--- config.mk ---
export PLATFORM = sky130hd
export DESIGN_NAME = fetch_decode_unit_flat
export DESIGN_NICKNAME = d
export VERILOG_FILES = /design/src/rtl/leglite_pkg.sv /design/src/rtl/fetch_decode_unit_if.sv /design/src/rtl/fetch_decode_unit_instr_decoder.sv /design/src/rtl/fetch_decode_unit.sv /design/src/flat_wrapper.sv
export SDC_FILE = /design/constraint.sdc
export NUM_CORES = 1
export LEC_CHECK = 0
export BUFFER_PORTS_ARGS = -buffer_cell sky130_fd_sc_hd__clkbuf_2
export CORE_MARGIN = 2
export CORE_UTILIZATION = 44
export CTS_CLUSTER_DIAMETER = 30
export DETAILED_ROUTE_END_ITERATION = 8
export GPL_ROUTABILITY_DRIVEN = 0
export GPL_TIMING_DRIVEN = 0
export PLACE_DENSITY_LB_ADDON = 0.25
export REMOVE_ABC_BUFFERS = 1
export SLEW_MARGIN = 20
export SYNTH_ARGS = -nofsm -noshare
export SYNTH_HDL_FRONTEND = slang
export SYNTH_SLANG_ARGS = --single-unit
--- constraint.sdc ---
create_clock -name clock -period 1.7 [get_ports clock]
set_input_delay 0.085 -clock clock [delete_from_list [all_inputs] [get_ports clock]]
set_output_delay 0.085 -clock clock [all_outputs]
set_load 0.1 [all_outputs]
--- src/rtl/leglite_pkg.sv ---
// Shared LEG-lite definitions: opcodes, instruction field positions and
// the fetch/decode sequencer state type.
package leglite_pkg;

   localparam logic [3:0] OP_NOP = 4'b0000;
   localparam logic [3:0] OP_ADD = 4'b0001;
   localparam logic [3:0] OP_SUB = 4'b0010;
   localparam logic [3:0] OP_LDR = 4'b0100;
   localparam logic [3:0] OP_STR = 4'b0101;
   localparam logic [3:0] OP_B   = 4'b1010;
   localparam logic [3:0] OP_CBZ = 4'b1011;

   localparam int unsigned OpcMsb   = 15;
   localparam int unsigned OpcLsb   = 12;
   localparam int unsigned ConstMsb = 9;
   localparam int unsigned ConstLsb = 3;
   localparam int unsigned RegMsb   = 2;
   localparam int unsigned RegLsb   = 0;

   typedef enum logic [1:0] {
      StIdle,
      StFetch,
      StExec,
      StErr
   } fdu_state_e;

endpackage

--- src/rtl/fetch_decode_unit_if.sv ---
// Instruction-memory req/ack port: the fetch unit is master, memory is slave.
interface fetch_decode_unit_if;

   logic [15:0] imem_addr;
   logic        imem_req;
   logic        imem_ack;
   logic [15:0] imem_rdata;

   modport master (
      output imem_addr,
      output imem_req,
      input  imem_ack,
      input  imem_rdata
   );

   modport slave (
      input  imem_addr,
      input  imem_req,
      output imem_ack,
      output imem_rdata
   );

endinterface

--- src/rtl/fetch_decode_unit_instr_decoder.sv ---
// Combinational decode of the instruction register: CBZ detect, sign-extended
// branch constant and tested register.
module instr_decoder
   import leglite_pkg::*;
#(
   parameter logic [3:0] OP_CBZ = leglite_pkg::OP_CBZ
) (
   input  logic [15:0] ir_i,
   output logic        branch_raw_o,
   output logic [15:0] signext_o,
   output logic [2:0]  reg_sel_o
);

   logic [6:0] imm;
   logic       unused_ir;

   assign imm          = ir_i[ConstMsb:ConstLsb];
   assign signext_o    = {{9{imm[6]}}, imm};
   assign reg_sel_o    = ir_i[RegMsb:RegLsb];
   assign branch_raw_o = (ir_i[OpcMsb:OpcLsb] == OP_CBZ);

   // IR[11:10] carry no meaning for CBZ.
   assign unused_ir = ^ir_i[11:10];

endmodule

--- src/rtl/fetch_decode_unit.sv ---
// Fetches one instruction per PC over a req/ack port, decodes CBZ and pulses
// pc_enable once per retired instruction; flags (sticky) fetch timeouts.
module fetch_decode_unit
   import leglite_pkg::*;
#(
   parameter int unsigned MAX_WAIT = 8,
   parameter logic [3:0]  OP_CBZ   = leglite_pkg::OP_CBZ
) (
   input  logic                       clock,
   input  logic                       reset,
   input  logic [15:0]                pc,
   fetch_decode_unit_if.master        imem,
   output logic                       pc_enable,
   output logic                       branch,
   output logic [15:0]                signext,
   output logic [2:0]                 reg_sel,
   output logic                       fetch_err,
   output logic [15:0]                instr_count
);

   localparam logic [7:0] WaitLast = 8'(MAX_WAIT - 1);

   fdu_state_e  state_q, state_d;
   logic [15:0] ir_q, ir_d;
   logic [7:0]  wait_q, wait_d;
   logic [15:0] addr_q, addr_d;
   logic        err_q, err_d;
   logic [15:0] count_q, count_d;
   logic        branch_raw;

   instr_decoder #(
      .OP_CBZ (OP_CBZ)
   ) u_instr_decoder (
      .ir_i         (ir_q),
      .branch_raw_o (branch_raw),
      .signext_o    (signext),
      .reg_sel_o    (reg_sel)
   );

   always_comb begin
      state_d = state_q;
      ir_d    = ir_q;
      wait_d  = wait_q;
      addr_d  = addr_q;
      err_d   = err_q;
      count_d = count_q;
      unique case (state_q)
         StIdle: state_d = StFetch;
         StFetch: begin
            if (imem.imem_ack) begin
               ir_d    = imem.imem_rdata;
               wait_d  = '0;
               state_d = StExec;
            end else if (wait_q == WaitLast) begin
               state_d = StErr;
            end else begin
               wait_d = wait_q + 8'd1;
            end
         end
         StExec: begin
            count_d = count_q + 16'd1;
            state_d = StFetch;
         end
         StErr: begin
            err_d   = 1'b1;
            wait_d  = '0;
            state_d = StFetch;
         end
         default: state_d = StIdle;
      endcase
      // Address is captured only on entry to FETCH; pc is ignored while waiting.
      if (state_d == StFetch && state_q != StFetch) begin
         addr_d = pc;
      end
   end

   always_ff @(posedge clock) begin
      if (reset) begin
         state_q <= StIdle;
         ir_q    <= '0;
         wait_q  <= '0;
         addr_q  <= '0;
         err_q   <= 1'b0;
         count_q <= '0;
      end else begin
         state_q <= state_d;
         ir_q    <= ir_d;
         wait_q  <= wait_d;
         addr_q  <= addr_d;
         err_q   <= err_d;
         count_q <= count_d;
      end
   end

   assign imem.imem_req  = (state_q == StFetch);
   assign imem.imem_addr = addr_q;
   assign pc_enable      = (state_q == StExec);
   assign branch         = pc_enable && branch_raw;
   assign fetch_err      = err_q;
   assign instr_count    = count_q;

endmodule

--- src/flat_wrapper.sv ---
// flat-port wrapper written by rule: the top's interface ports become plain ports
module fetch_decode_unit_flat import leglite_pkg::*;
#(
   parameter int unsigned MAX_WAIT = 8,
   parameter logic [3:0]  OP_CBZ   = leglite_pkg::OP_CBZ
)
  (clock, reset, pc, pc_enable, branch, signext, reg_sel, fetch_err, instr_count, imem_imem_addr, imem_imem_req, imem_imem_ack, imem_imem_rdata);
  fetch_decode_unit_if imem_i ();
  input  logic clock;
  input  logic reset;
  input  logic [15:0] pc;
  output logic pc_enable;
  output logic branch;
  output logic [15:0] signext;
  output logic [2:0] reg_sel;
  output logic fetch_err;
  output logic [15:0] instr_count;
  output wire logic [$bits(imem_i.imem_addr)-1:0] imem_imem_addr;
  output wire logic [$bits(imem_i.imem_req)-1:0] imem_imem_req;
  input wire logic [$bits(imem_i.imem_ack)-1:0] imem_imem_ack;
  input wire logic [$bits(imem_i.imem_rdata)-1:0] imem_imem_rdata;
  assign imem_imem_addr = imem_i.imem_addr;
  assign imem_imem_req = imem_i.imem_req;
  assign imem_i.imem_ack = imem_imem_ack;
  assign imem_i.imem_rdata = imem_imem_rdata;
  fetch_decode_unit #(.MAX_WAIT(MAX_WAIT), .OP_CBZ(OP_CBZ)) u_core (.clock(clock), .reset(reset), .pc(pc), .imem(imem_i), .pc_enable(pc_enable), .branch(branch), .signext(signext), .reg_sel(reg_sel), .fetch_err(fetch_err), .instr_count(instr_count));
endmodule
# After elaboration in Yosys (flattened, before gate mapping)
# Cells that the tools add are included.
# totals
ff_bits,59
inputBits,35
output_inout_bits,55
# op_classes
add_sub_neg,2
eq_ne,8
mux,6
n_reduce_logical,7
# ops
op,count
$add 16x1->16 const B,1
$mux 8,2
$pmux 8 s2,1
$add 8x1->8 const B,1
$eq 8x3->1 const B,1
$eq 2x1->1 const B,2
$eq 2x2->1 const B,2
$eq 4x4->1 const B,1
$mux 2,2
$pmux 2 s2,1
$reduce_and 2->1,2
$ne 3x3->1 const B,1
$reduce_or 3->1,1
$logic_and 1x1->1,2
$logic_not 2->1,1
$ne 2x1->1 const B,1
$reduce_bool 2->1,1

# Logic depth before layout (Yosys ltp)
# depth
ltp_word,6
ltp_mapped,8
depth_no_buf,5

# Cells and area by module
# A second synthesis with hierarchy kept.
# hier_totals
cells_unflattened,298
hier_area_um2,2506.2
# by_module_without_submodules
module,n_inst,cells_per_inst,area_each_um2,seq_area_each_um2
fetch_decode_unit,1,278,2353.5,1181.1
instr_decoder,1,20,152.6,0.0

# Least setup slack after synthesis
# Ideal clock, no wire load.
# synth_path
path_type,register to register
from,"register u_core.count_q[4], in the netlist u_core.instr_count[4]"
to,"register u_core.count_q[15], in the netlist u_core.instr_count[15]"
setup_time_ns,0.070
arrival_time_ns,2.420
required_time_ns,1.630
slack_ns,-0.789
stages_incl_launch_ff,6
n_path_buf,1
synth_period_minus_slack_ns,2.489
cell_sequence,dfxtp_1 -> nand4_2 -> or4_1 -> buf_2 -> or3_1 -> a21oi_1
# synth_via
elab_chain_cells,1
# synth_rtl
element,line,text
start: declaration,fetch_decode_unit.sv:28,"logic [15:0] count_q, count_d;"
start signal: assignment,fetch_decode_unit.sv:91,count_q <= count_d;
$add 16x1->16,fetch_decode_unit.sv:61,count_d = count_q + 16'd1;
# Every way passes these cells.
# A chain may end at the register's enable or synchronous reset.

# Worst setup path after layout
# layout_path
from,register u_core.wait_q[1]
to,register u_core.wait_q[1]
# layout_via
elab_chain_cells,4
elab_cells_between_ends,7
# layout_rtl
element,line,text
start: declaration,fetch_decode_unit.sv:25,"logic [7:0] wait_q, wait_d;"
start signal: assignment,fetch_decode_unit.sv:88,wait_q <= wait_d;
$add 8x1->8,fetch_decode_unit.sv:57,wait_d = wait_q + 8'd1;
$mux 8,fetch_decode_unit.sv:54,end else if (wait_q == WaitLast) begin
$mux 8,fetch_decode_unit.sv:50,if (imem.imem_ack) begin
$pmux 8 s2,fetch_decode_unit.sv:47,unique case (state_q)
# Parallel ways exist; a longest one is shown, timed or not. The select of a mux whose other input is x is not followed.

==> metrics.md <==
| Metric | Value |
|---|---|
| Status | `finished clean` |
| Placed Instances | `415` |
| Clock Sinks | `57` |
| Nets | `429` |
| Yosys top cell by area | `dfxtp_1` |
| Total Wirelength | `5760 µm` |
| Netlist cell types | `35` |
| Sw power | `1040 µW` |
| RSZ-0062 raised after global routing | `true` |
| Ratio of cells with drive above 1 in the final layout | `0.348` |
| Area growth syn-to-layout | `40.8%` |
| First-pass GRT wire length | `9470 µm` |
| Period utilization | `0.984` |
| Crit-path max cell delay | `510 ps` |
| CP cell instances | `ha_4 > or4b_4 > nor2_4 > mux2_4 > a21oi_2` |
| Clock Skews | `8.06 ps` |
| P_int | `2250 µW` |
| CTS tree | `built` |
| Antenna Cells | `0` |
| Filler Cells Inserted | `440` |
| Largest net degree at the start of global routing | `52` |
| Comb pwr share | `0.202` |
| Initial DRC count | `43` |
| Mapped Area | `2390 µm²` |
| Total GRT Usage | `0.196` |
| Critical Path Slowest Stage Cell | `or4b_4` |
| Count of endpoints failing setup in the final report | `0` |
| CTS buffer count | `9` |
| Worst Setup End Kind | `flip-flop` |
| Site Rows | `26` |
| Sequential area share after synthesis | `0.476` |
| Avg Inst Size Synth | `8.23 µm²` |
| Pleak | `0.00144 µW` |
| Crit path launch type | `flip-flop` |
| Top FF cell, synth | `dfxtp_1` |
| Yosys Warn Count | `0` |
| Non-filler cells, final | `467` |
| Worst hold path class | `in -> reg` |
| Ys async rst share | `0` |
| Max Slew Vio Count | `0` |
| Gate Count Post-Synth | `291` |
| Drt pass-1 iters | `4` |
| Final Util | `0.652` |
| Die footprint | `6050 µm²` |
| Switching share of power | `0.315` |
| Most frequent cells in the layout | `84 x clkbuf_2, 69 x nand2_1, 44 x dfxtp_1` |
| Maxcap violations | `0` |
| Relative slew slack | `0.297` |
| Root Driver | `clkbuf_8` |
| Hold Fails Final Rpt | `0` |
| Reg area | `1170 µm²` |
| Deepest clock path buffer count | `2` |
| Buf+Inv Stages, Crit Path | `0` |
| Vias in the first global route | `2221` |
| Most common cell after layout, fill and taps aside | `clkbuf_2` |
| Core area | `5170 µm²` |
| Slew @ Worst Pin | `1050 ps` |
| Multi-input gate area | `1110 µm²` |
| Total grt overflow | `0` |
| Antenna Nets Post-Route | `0` |
| Sum Neg Setup Slack | `0 ps` |
| Clk Latency, worst-skew pair | `320 ps` |
| Worst Path Arrival | `1910 ps` |
| Flops & latches, synth | `57` |
| WL per Instance | `12.3 µm` |
| Required @ worst endpoint | `1930 ps` |
| Clock network power share | `0.368` |
| Worst-path maximum fanout | `4` |
| Synth area leaders | `dfxtp_1 48%, nand2_1 11%, a21oi_1 8.2%` |
| Path type of the worst setup path | `reg -> reg` |
| WHS | `77.2 ps` |
| Tot Pwr | `3290 µW` |
| Clock slew at reported path FFs | `60 ps` |
| Vias per inst | `4.92` |
| Max Fclk | `0.598 GHz` |
| Post-synth EDFFs | `0` |
| Antenna violations before repair | `0` |
| Die Wd | `77.8 µm` |
| H-tree depth | `3` |
| Port bufs | `87` |
| Final HPWL DP | `3330 µm` |
| # IOs | `90` |
| Drt drc | `0` |
| Pwr Density | `974 nW/µm²` |
| Top cell type's share of synthesized area | `0.476` |
| Peak VDD IR | `0.596 mV` |
| Share of power burned in registers | `0.430` |
| Die Height | `77.8 µm` |
| Initial Util | `0.463` |
| Crit path max-delay family | `simple AND/OR/NAND/NOR gates` |
| Vias | `2297` |
| Minimum clock period | `1670 ps` |
## power by group through the flow
stage	combinational, µW	clock [µW]	sequential (µW)
floorplan	110	0	1790
global placement	579	0	1450
detailed placement	582	0	1450
CTS	649	1250	1420
global route	700	1290	1420
finish	664	1210	1410
## cells by family after synthesis
| logic type | after synthesis | synth area share |
|---|---|---|
| simple gates | 129 | 0.246 |
| flops | 57 | 0.476 |
| compound gates | 49 | 0.107 |
| buf+inv | 37 | 0.0972 |
| xor+xnor | 16 | 0.0585 |
| fa+ha+maj | 2 | 0.0104 |
| mux | 1 | 0.00470 |
## synth_stat cells (3+ instances only)
library cell / n
a21oi_1: 39
buf_2: 4
buf_4: 19
clkbuf_1: 7
dfxtp_1: 57
inv_1: 3
nand2_1: 70
nand2b_1: 4
nand3_1: 4
nand4_1: 6
nor2_1: 22
nor3_1: 4
o21ai_0: 7
or3_1: 5
xnor2_1: 6
xor2_1: 10
## metrics by stage
stage	area [µm²]	setup WS, ps
6_report	3370	26.8
3_3_place_gp	2700	-924
4_1_cts	3280	9.24
2_1_floorplan	2180	-5510
5_1_grt	3370	-23.1
3_5_place_dp	2700	-969
## final timing paths
path         cells after the start  slack (ps)                                  start                                     to
min                              3          80                          imem_imem_ack           u_core.state_q[1]$_SDFF_PP0_
min reg2reg                      2         450  u_core.imem.imem_addr[9]$_SDFFE_PP0P_  u_core.imem.imem_addr[9]$_SDFFE_PP0P_
max                              5          30          u_core.wait_q[1]$_SDFFE_PP0P_          u_core.wait_q[1]$_SDFFE_PP0P_
max reg2reg                      5          30          u_core.wait_q[1]$_SDFFE_PP0P_          u_core.wait_q[1]$_SDFFE_PP0P_
## layout make-up
class                   count  share of cell area
well taps                  70              0.0260
repair buffers            123               0.236
flip-flops and latches     57               0.348
clock inverters             3              0.0119
inverters                   4             0.00594
multi-input cells         197               0.329
clock buffers              13              0.0442
## tightest hold or removal path, stage by stage
cell,delay (ps)
clkbuf_2,120
nor2_1,110
nor3_1,50
## layer usage
layer | part of all wire | routed length [µm] | GRT usage | up-vias
met3 | 0.063 | 363 | 0.0512 | 7
met5 | 0 | 0 | 0 | -
met1 | 0.43 | 2460 | 0.214 | 1044
met4 | 0.014 | 78 | 0.107 | 0
met2 | 0.50 | 2860 | 0.344 | 92
li1 | - | - | - | 1154
## flip-flops by register name, indices dropped and copies added, names as in the netlist
register,cells
u_core.wait_q,8
u_core.instr_count,16
u_core.fetch_err,1
u_core.imem.imem_addr,16
u_core.state_q,2
u_core.ir_q,14
## what timing repair did
action,in CTS,in global routing
hold endpoints to repair,30,0
pin swaps,2,8
hold buffers,30,0
resized for setup,27,19
buffers inserted,2,4
endpoints found under the setup margin,42,25
Power figures use the tool's default switching activity.
